$ cat src/rtl/pt_pkg.sv
// Shared types and constants for the photoelectric tape reader emulator.
//   pt_state_t : reader FSM states
//   pt_frame_t : one 5-channel tape frame
//   PT_CODE_*  : frame codes the reader interprets
//   pt_max     : helper for sizing the shared period counter
package pt_pkg;

  typedef enum logic [2:0] {
    IDLE,
    START,
    FETCH,
    CAPTURE,
    GAP
  } pt_state_t;

  typedef logic [4:0] pt_frame_t;

  localparam pt_frame_t PT_CODE_STOP  = 5'b10000;
  localparam pt_frame_t PT_CODE_BLANK = 5'b00000;

  function automatic int unsigned pt_max(input int unsigned a, input int unsigned b);
    return (a > b) ? a : b;
  endfunction

endpackage

$ cat src/rtl/pt_timer.sv
// Loadable down-counter with a single-cycle done pulse.
//   clk_i, rst_i : clock, synchronous active-high reset
//   load_i       : start a new count of (load_val_i + 1) cycles
//   load_val_i   : terminal count minus one
//   done_o       : high in the last cycle of the loaded interval
module pt_timer #(
  parameter int unsigned W = 10
) (
  input  logic         clk_i,
  input  logic         rst_i,
  input  logic         load_i,
  input  logic [W-1:0] load_val_i,
  output logic         done_o
);

  logic [W-1:0] cnt_q;
  logic         run_q;

  always_ff @(posedge clk_i) begin
    if (rst_i) begin
      cnt_q <= '0;
      run_q <= 1'b0;
    end else if (load_i) begin
      cnt_q <= load_val_i;
      run_q <= 1'b1;
    end else if (run_q) begin
      if (cnt_q == '0) run_q <= 1'b0;
      else             cnt_q <= cnt_q - W'(1);
    end
  end

  assign done_o = run_q && (cnt_q == '0);

endmodule

$ cat src/rtl/pt_reader.sv
// Photoelectric tape reader emulator. Steps through a 5-channel tape image
// in external RAM: forward motion delivers one frame per character period,
// reverse motion backs up one block.
//   CLOCK, rst                     : clock, synchronous active-high reset
//   PHOTO_TAPE_FWD/PHOTO_TAPE_REV  : level motion commands, sampled in IDLE
//   REWIND                         : pulse, position to 0 (idle only)
//   TAPE_LEN                       : frames in the image, 0 = no tape
//   TAPE_RD/TAPE_ADDR/TAPE_DATA    : RAM read port
//   PT_DATA/PT_STROBE              : delivered frame and its pulse
//   PT_STOP/PT_EOT/PT_BUSY/PT_POS  : status
//   dbg_state_o                    : current FSM state
//
// RAM handshake: no ready/valid back-pressure. TAPE_RD is a one-cycle request
// with TAPE_ADDR valid in the same cycle; the RAM must return TAPE_DATA in the
// next cycle, which is always the CAPTURE cycle.
module pt_reader
  import pt_pkg::*;
#(
  parameter int unsigned CHAR_PERIOD = 1000,
  parameter int unsigned START_DELAY = 500,
  parameter int unsigned ADDR_W      = 16
) (
  input  logic              CLOCK,
  input  logic              rst,
  input  logic              PHOTO_TAPE_FWD,
  input  logic              PHOTO_TAPE_REV,
  input  logic              REWIND,
  input  logic [ADDR_W-1:0] TAPE_LEN,
  output logic              TAPE_RD,
  output logic [ADDR_W-1:0] TAPE_ADDR,
  input  pt_frame_t         TAPE_DATA,
  output pt_frame_t         PT_DATA,
  output logic              PT_STROBE,
  output logic              PT_STOP,
  output logic              PT_EOT,
  output logic              PT_BUSY,
  output logic [ADDR_W-1:0] PT_POS,
  output pt_state_t         dbg_state_o
);

  localparam int unsigned PCW = $clog2(pt_max(CHAR_PERIOD, START_DELAY) + 1);
  // START lasts START_DELAY cycles; GAP fills the period after FETCH+CAPTURE.
  localparam logic [PCW-1:0] START_LOAD = PCW'(START_DELAY - 1);
  localparam logic [PCW-1:0] GAP_LOAD   = PCW'(CHAR_PERIOD - 3);

  pt_state_t         state_q, state_d;
  logic [ADDR_W-1:0] pos_q, pos_d;
  pt_frame_t         data_q, data_d;
  logic              strobe_q, strobe_d;
  logic              stop_q, stop_d;
  logic              eot_q, eot_d;
  logic              fwd_q, fwd_d;      // direction of the current motion
  logic              first_q, first_d;  // no reverse step taken yet
  logic              ended_q, ended_d;  // stop code seen, finish after GAP

  logic              tmr_load;
  logic [PCW-1:0]    tmr_val;
  logic              tmr_done;

  pt_timer #(.W(PCW)) u_timer (
    .clk_i      (CLOCK),
    .rst_i      (rst),
    .load_i     (tmr_load),
    .load_val_i (tmr_val),
    .done_o     (tmr_done)
  );

  always_comb begin
    state_d   = state_q;
    pos_d     = pos_q;
    data_d    = data_q;
    strobe_d  = 1'b0;
    stop_d    = 1'b0;
    eot_d     = eot_q;
    fwd_d     = fwd_q;
    first_d   = first_q;
    ended_d   = ended_q;
    tmr_load  = 1'b0;
    tmr_val   = '0;
    TAPE_RD   = 1'b0;
    TAPE_ADDR = '0;

    case (state_q)
      IDLE: begin
        if (REWIND) begin
          pos_d = '0;
          eot_d = 1'b0;
        end else if (PHOTO_TAPE_FWD && !PHOTO_TAPE_REV && !eot_q && (TAPE_LEN != '0)) begin
          state_d  = START;
          fwd_d    = 1'b1;
          first_d  = 1'b1;
          ended_d  = 1'b0;
          tmr_load = 1'b1;
          tmr_val  = START_LOAD;
        end else if (PHOTO_TAPE_REV && !PHOTO_TAPE_FWD) begin
          state_d  = START;
          fwd_d    = 1'b0;
          first_d  = 1'b1;
          ended_d  = 1'b0;
          eot_d    = 1'b0;
          tmr_load = 1'b1;
          tmr_val  = START_LOAD;
        end
      end

      START: begin
        if (tmr_done) begin
          // Boundary guard so no read is issued outside 0..TAPE_LEN-1.
          if (fwd_q && (pos_q >= TAPE_LEN)) begin
            eot_d   = 1'b1;
            state_d = IDLE;
          end else if (!fwd_q && (pos_q == '0)) begin
            state_d = IDLE;
          end else begin
            state_d = FETCH;
          end
        end
      end

      FETCH: begin
        TAPE_RD   = 1'b1;
        TAPE_ADDR = fwd_q ? pos_q : (pos_q - ADDR_W'(1));
        state_d   = CAPTURE;
      end

      CAPTURE: begin
        tmr_load = 1'b1;
        tmr_val  = GAP_LOAD;
        state_d  = GAP;
        if (fwd_q) begin
          pos_d = pos_q + ADDR_W'(1);
          if (TAPE_DATA == PT_CODE_STOP) begin
            stop_d  = 1'b1;
            ended_d = 1'b1;
          end else if (TAPE_DATA != PT_CODE_BLANK) begin
            data_d   = TAPE_DATA;
            strobe_d = 1'b1;
          end
        end else begin
          first_d = 1'b0;
          // A stop code behind the start point marks the previous block end:
          // park just after it, i.e. do not step over it.
          if ((TAPE_DATA == PT_CODE_STOP) && !first_q) ended_d = 1'b1;
          else                                          pos_d   = pos_q - ADDR_W'(1);
        end
      end

      GAP: begin
        if (tmr_done) begin
          if (fwd_q && (pos_q >= TAPE_LEN)) begin
            eot_d   = 1'b1;
            state_d = IDLE;
          end else if (ended_q) begin
            state_d = IDLE;
          end else if (fwd_q && !PHOTO_TAPE_FWD) begin
            state_d = IDLE;
          end else if (!fwd_q && (pos_q == '0)) begin
            state_d = IDLE;
          end else begin
            state_d = FETCH;
          end
        end
      end

      default: state_d = IDLE;
    endcase
  end

  always_ff @(posedge CLOCK) begin
    if (rst) begin
      state_q  <= IDLE;
      pos_q    <= '0;
      data_q   <= '0;
      strobe_q <= 1'b0;
      stop_q   <= 1'b0;
      eot_q    <= 1'b0;
      fwd_q    <= 1'b0;
      first_q  <= 1'b0;
      ended_q  <= 1'b0;
    end else begin
      state_q  <= state_d;
      pos_q    <= pos_d;
      data_q   <= data_d;
      strobe_q <= strobe_d;
      stop_q   <= stop_d;
      eot_q    <= eot_d;
      fwd_q    <= fwd_d;
      first_q  <= first_d;
      ended_q  <= ended_d;
    end
  end

  assign PT_DATA     = data_q;
  assign PT_STROBE   = strobe_q;
  assign PT_STOP     = stop_q;
  assign PT_EOT      = eot_q;
  assign PT_BUSY     = (state_q != IDLE);
  assign PT_POS      = pos_q;
  assign dbg_state_o = state_q;

endmodule

$ cat config.mk
export PLATFORM = sky130hd
export DESIGN_NAME = pt_reader
export DESIGN_NICKNAME = d
export VERILOG_FILES = /design/src/rtl/pt_pkg.sv /design/src/rtl/pt_timer.sv /design/src/rtl/pt_reader.sv
export SDC_FILE = /design/constraint.sdc
export NUM_CORES = 1
export LEC_CHECK = 0
export ABC_CLOCK_PERIOD_IN_PS = 5350
export BUFFER_PORTS_ARGS = -buffer_cell sky130_fd_sc_hd__clkbuf_2
export CAP_MARGIN = 20
export CORE_MARGIN = 2
export CORE_UTILIZATION = 60
export CTS_BUF_LIST = sky130_fd_sc_hd__clkbuf_8
export CTS_CLUSTER_SIZE = 16
export DETAILED_ROUTE_END_ITERATION = 12
export GPL_ROUTABILITY_DRIVEN = 0
export HOLD_SLACK_MARGIN = 0.08
export PLACE_DENSITY = 0.87
export SKIP_CTS_REPAIR_TIMING = 1
export SLEW_MARGIN = 20
export SYNTH_ARGS = -nofsm -noshare
export SYNTH_HDL_FRONTEND = slang
export SYNTH_SLANG_ARGS = --single-unit
$ cat constraint.sdc
create_clock -name CLOCK -period 5.35 [get_ports CLOCK]
set_input_delay 0.2675 -clock CLOCK [delete_from_list [all_inputs] [get_ports CLOCK]]
set_output_delay 0.2675 -clock CLOCK [all_outputs]
set_load 0.005 [all_outputs]
# Word level (Yosys, flattened, before mapping)
# Cells that the tools add are included.
# word_totals
out_inout_bits,45
inputBits,26
ff_bits,41
elab_cells,125
# classes
add_sub_neg,3
bitwise_logic,4
eq_ne,19
muxes,52
magnitude_cmp,1
reduce_logical,35
# ops
operator,count
$mux W16,5
$pmux W16 S2,1
$mux W10,3
$mux W9,3
$mux W1,24
$mux W3,8
$pmux W10 S2,1
$ne A3 B3 Y1 const B,6
$add A16 B1 Y16 const B,1
$ge A16 B16 Y1,1
$logic_not A16 Y1,1
$reduce_bool A16 Y1,1
$sub A16 B1 Y16 const B,1
$pmux W3 S5,1
$ne A2 B2 Y1 const B,6
$reduce_and A4 Y1,3
$logic_not A10 Y1,1
$reduce_and A5 Y1,2
$sub A10 B1 Y10 const B,1
$logic_and A1 B1 Y1,9
$pmux W1 S2,4
$reduce_bool A2 Y1,4
$eq A3 B2 Y1 const B,2
$reduce_and A3 Y1,2
14 further kinds,23

# Longest topological paths before layout
# depth
ltp_word,9
depth_mapped,7
ltp_nobuf,7

# By module
# Synthesis repeated with hierarchy kept, for this count alone.
# unflattened
cells_unflattened,408
area_unflattened_um2,3166.8
# by_module_without_submodules
mod,seq_area_each_um2,area_each_um2,cells_per_inst,n_inst
pt_reader,600.6,2513.7,333,1
pt_timer,220.2,653.1,75,1

# Least setup slack after synthesis
# OpenSTA, ideal clock, no wires.
# synth_path
path_type,flip-flop to output port
start,register pos_q[0] (netlist: PT_POS[0])
end,output TAPE_ADDR[14]
slack_ns,3.177
path_stages_with_launch,8
arrival_time_ns,1.906
required_time_ns,5.083
cell_sequence,dfxtp_1 > inv_1 > ha_1 > or4b_2 > nor3_2 > nand2_1 > xor2_1 > nor2_1
# synth_between
elab_chain_len,3
# synth_rtl
element,line_no,source
"start, declared",pt_reader.sv:47,"logic [ADDR_W-1:0] pos_q, pos_d;"
"start signal, assigned",pt_reader.sv:182,pos_q <= pos_d;
$sub A16 B1 Y16,pt_reader.sv:122,TAPE_ADDR = fwd_q ? pos_q : (pos_q - ADDR_W'(1));
$mux W16,pt_reader.sv:122,
$mux W16,pt_reader.sv:83,case (state_q)
"end, declared",pt_reader.sv:30,"output logic [ADDR_W-1:0] TAPE_ADDR,"
# Every way passes these cells.

# Worst setup path in the final report
# layout_path
start,register pos_q[0] (netlist: PT_POS[0])
end,output TAPE_ADDR[10]
# The elaborated chain is that of the path after synthesis.

==> flow_metrics.py <==
metrics = {
    "run_status": {
        "run_status": "completed",
    },
    "job": {
        "number_of_maximum_capacitance_constraint_violations": 0,
    },
    "synth": {
        "main_combinational_cell_family_by_area_after_synthesis": "simple AND/OR/NAND/NOR gates",
        "synthesis.yosys.warnings": 0,
        "postSynthAreaPerCell_um2": 7.79,
        "synth_xor_area_share_pct": 6.99,
        "synth_flop_cell": "dfxtp_1",
        "synthSimpleGateAreaFrac_pct": 27.0,
        "post_synth_edffs": 0,
        "synth.mux.area_fraction_pct": 1.28,
        "synth_compound_area_share_pct": 22.3,
        "seq_area_frac_synth_pct": 26.2,
        "synth-async-reset-ratio_pct": 0,
        "syn-instance-count": 402,
        "synthesis.nets": 450,
        "ys_ff_latch": 41,
        "yosys.area_share.adder_pct": 8.79,
        "ys_types": 63,
        "netlist_area_mm2": 0.00313,
    },
    "layout": {
        "layout.cells.most_common_list": "70 x clkbuf_2, 41 x dfxtp_1, 40 x nor2_1",
        "finalNetCount": 500,
        "final_common_cell": "clkbuf_2",
        "drive_gt1_share_pct": 21.9,
        "layoutNonFillerInstCount": 523,
        "num_antenna_cells": 0,
        "syn_to_final_growth_pct": 14.3,
    },
    "setup_path": {
        "critPathLaunchType": "register",
        "cp.required_ns": 5.08,
        "r2r_cells": 5,
        "cp_slowest_cell": "nor4b_2",
        "cp-end-kind": "output pin",
        "cp_data_arrival_time_ns": 2.60,
        "critical-path-max-stage-delay_ns": 0.52,
        "cp_cell_sequence": "inv_1, ha_1, nor4b_2, nand2_1, or3_1, xnor2_1, nor2_1, clkbuf_2",
        "setup.worst_path.class": "reg -> out",
        "worstPathMaxFanout": 7,
    },
    "floorplan": {
        "num_rows": 26,
        "fp.dieH_um": 76.2,
        "floorplan.die.width_um": 76.2,
        "fp.coreArea_mm2": 0.00507,
        "floorplan.die_area_mm2": 0.00581,
        "pin_count": 71,
        "floorplan.initialDensity_pct": 61.7,
    },
    "hold_path": {
        "hold_depth": 3,
        "min-delay-path-class": "in -> reg",
    },
    "grt": {
        "number_of_antenna_violations_at_the_first_check_in_global_routing": 0,
        "pin_count_of_the_biggest_net_entering_global_routing": 32,
        "global_route.overflow_total": 0,
        "grt.total_usage_pct": 30.3,
        "first_pass_grt_wire_length_mm": 14.7,
        "grt_pass1_vias": 3084,
    },
    "placement": {
        "dp_hpwl_mm": 6.48,
        "port-buffer-count": 70,
        "place_inst": 515,
        "place_worst_setup_slack_ns": 2.80,
    },
    "clock_network": {
        "cts_tree": "built",
        "max-clock-path-buffers": 2,
        "cts_htree_levels": 2,
        "clk_pin_slew_worst_paths_ns": 0.08,
        "cts.sink_count": 41,
        "number_of_buffers_created_by_cts": 5,
        "clkLatencyLatePin_ns": 0.30,
        "cts_root_buffer": "clkbuf_8",
    },
    "timing": {
        "max_freq_mhz": 349,
        "final.period_utilization_pct": 53.5,
        "skew_ns": 0.00486,
        "report.final.hold_viol_count": 0,
        "setup_ws_ns": 2.49,
        "period_needed_ns": 2.86,
        "setup_viol": 0,
        "transition_time_at_the_pin_with_the_least_slew_margin_ns": 0.913,
        "rsz0062_at_grt": "false",
        "drv_slew": 0,
        "setup_total_negative_slack_ns": 0,
        "slew_headroom_pct": 38.8,
    },
    "detailed_routing": {
        "drt_first_pass_iters": 5,
        "post_drt_via_cell_ratio": 6.41,
        "total_routed_length_mm": 8.91,
        "remaining_drc_errors": 0,
        "vias": 3352,
        "drtIter0Drc": 392,
        "route.detailed.wl_per_inst_um": 17.0,
        "final_antenna_net_count": 0,
    },
    "power": {
        "power-per-cell-area_mw_per_mm2": 300,
        "worst_ir_drop_vdd_mv": 0.216,
        "leakage_nw": 1.62,
    },
}
==> path summary, 6_finish.rpt <==
| path | start | endpoint | slack [ns] |
|---|---|---|---|
| max | PT_POS[0] | TAPE_ADDR[10] | 2.49 |
| min | TAPE_DATA[2] | PT_DATA[2] | 0.21 |
| max reg2reg | dbg_state_o[0] | PT_POS[2] | 2.65 |
| min reg2reg | PT_DATA[2] | PT_DATA[2] | 0.49 |
==> per-layer routing <==
layer / part of all wire [%] / global-route usage (%) / vias to the layer above
li1: - / - / 1563
met5: 0 / 0 / -
met1: 42 / 39.7 / 1548
met4: 3.2 / 12.9 / 0
met2: 47 / 48.8 / 207
met3: 8.2 / 5.92 / 34
==> worst max-delay path, delay by kind of cell (launching register included) <==
kind,cells,cell delay [ns]
adder cells (fa/ha/maj),1,0.29
flip-flops,1,0.37
buffers and inverters,2,0.29
XOR/XNOR,1,0.13
AND/OR/NAND/NOR,4,1.21
==> cells in the mapped netlist, types with 4 or more instances <==
cell type	n	area [um2]
nand2_1	30	113
or4_1	4	30.0
a21oi_1	32	160
ha_1	22	275
o21ai_0	16	80.1
or3_1	5	31.3
nor2b_1	5	31.3
xnor2_1	21	184
nand3_1	10	50.1
o211ai_1	4	30.0
and4_1	4	35.0
a22oi_1	5	37.5
nor4_1	14	87.6
mux2i_1	4	40.0
and2_1	5	31.3
and3_1	4	25.0
xor2_1	4	35.0
a31oi_1	10	62.6
nor2_1	40	150
clkbuf_1	21	78.8
dfxtp_1	41	821
inv_1	27	101
nor3_1	6	30.0
==> cells by family after synthesis <==
| family | Yosys count |
|---|---|
| multiplexers | 4 |
| buffers and inverters | 55 |
| XOR/XNOR | 25 |
| AO/OA/AOI/OAI | 104 |
| AND/OR/NAND/NOR | 151 |
| flip-flops | 41 |
| adder cells (fa/ha/maj) | 22 |
==> registers in the layout, summed over array words and instances (netlist names) <==
signal,cells
PT_DATA,5
PT_EOT,1
PT_POS,16
PT_STOP,1
PT_STROBE,1
dbg_state_o,3
ended_q,1
first_q,1
fwd_q,1
u_timer.cnt_q,10
u_timer.run_q,1
==> where the power goes <==
group          switching, mW  total, mW  internal, mW
Sequential            0.0560      0.388         0.332
Clock                  0.113      0.298         0.185
Combinational          0.207      0.388         0.181
==> layout make-up <==
type / instances / area, um2
Timing Repair Buffer: 71 / 358
Tap cell: 70 / 87.6
Clock buffer: 5 / 68.8
Multi-Input combinational cell: 306 / 2080
Fill cell: 441 / 1500
Sequential cell: 41 / 821
Clock inverter: 3 / 65.1
Inverter: 27 / 101
==> metrics by stage <==
step	util (%)	power [mW]	hold slack, ns	instance area [um2]
global placement	67.9	0.755	0.446	3440
floorplan	-	0.672	0.403	3130
CTS	70.5	1.07	0.202	3580
detailed placement	67.9	0.770	0.472	3440
finish	70.5	1.07	0.210	3580
global route	70.5	1.13	0.221	3580
No activity file was read; power rests on OpenSTA's default activity.
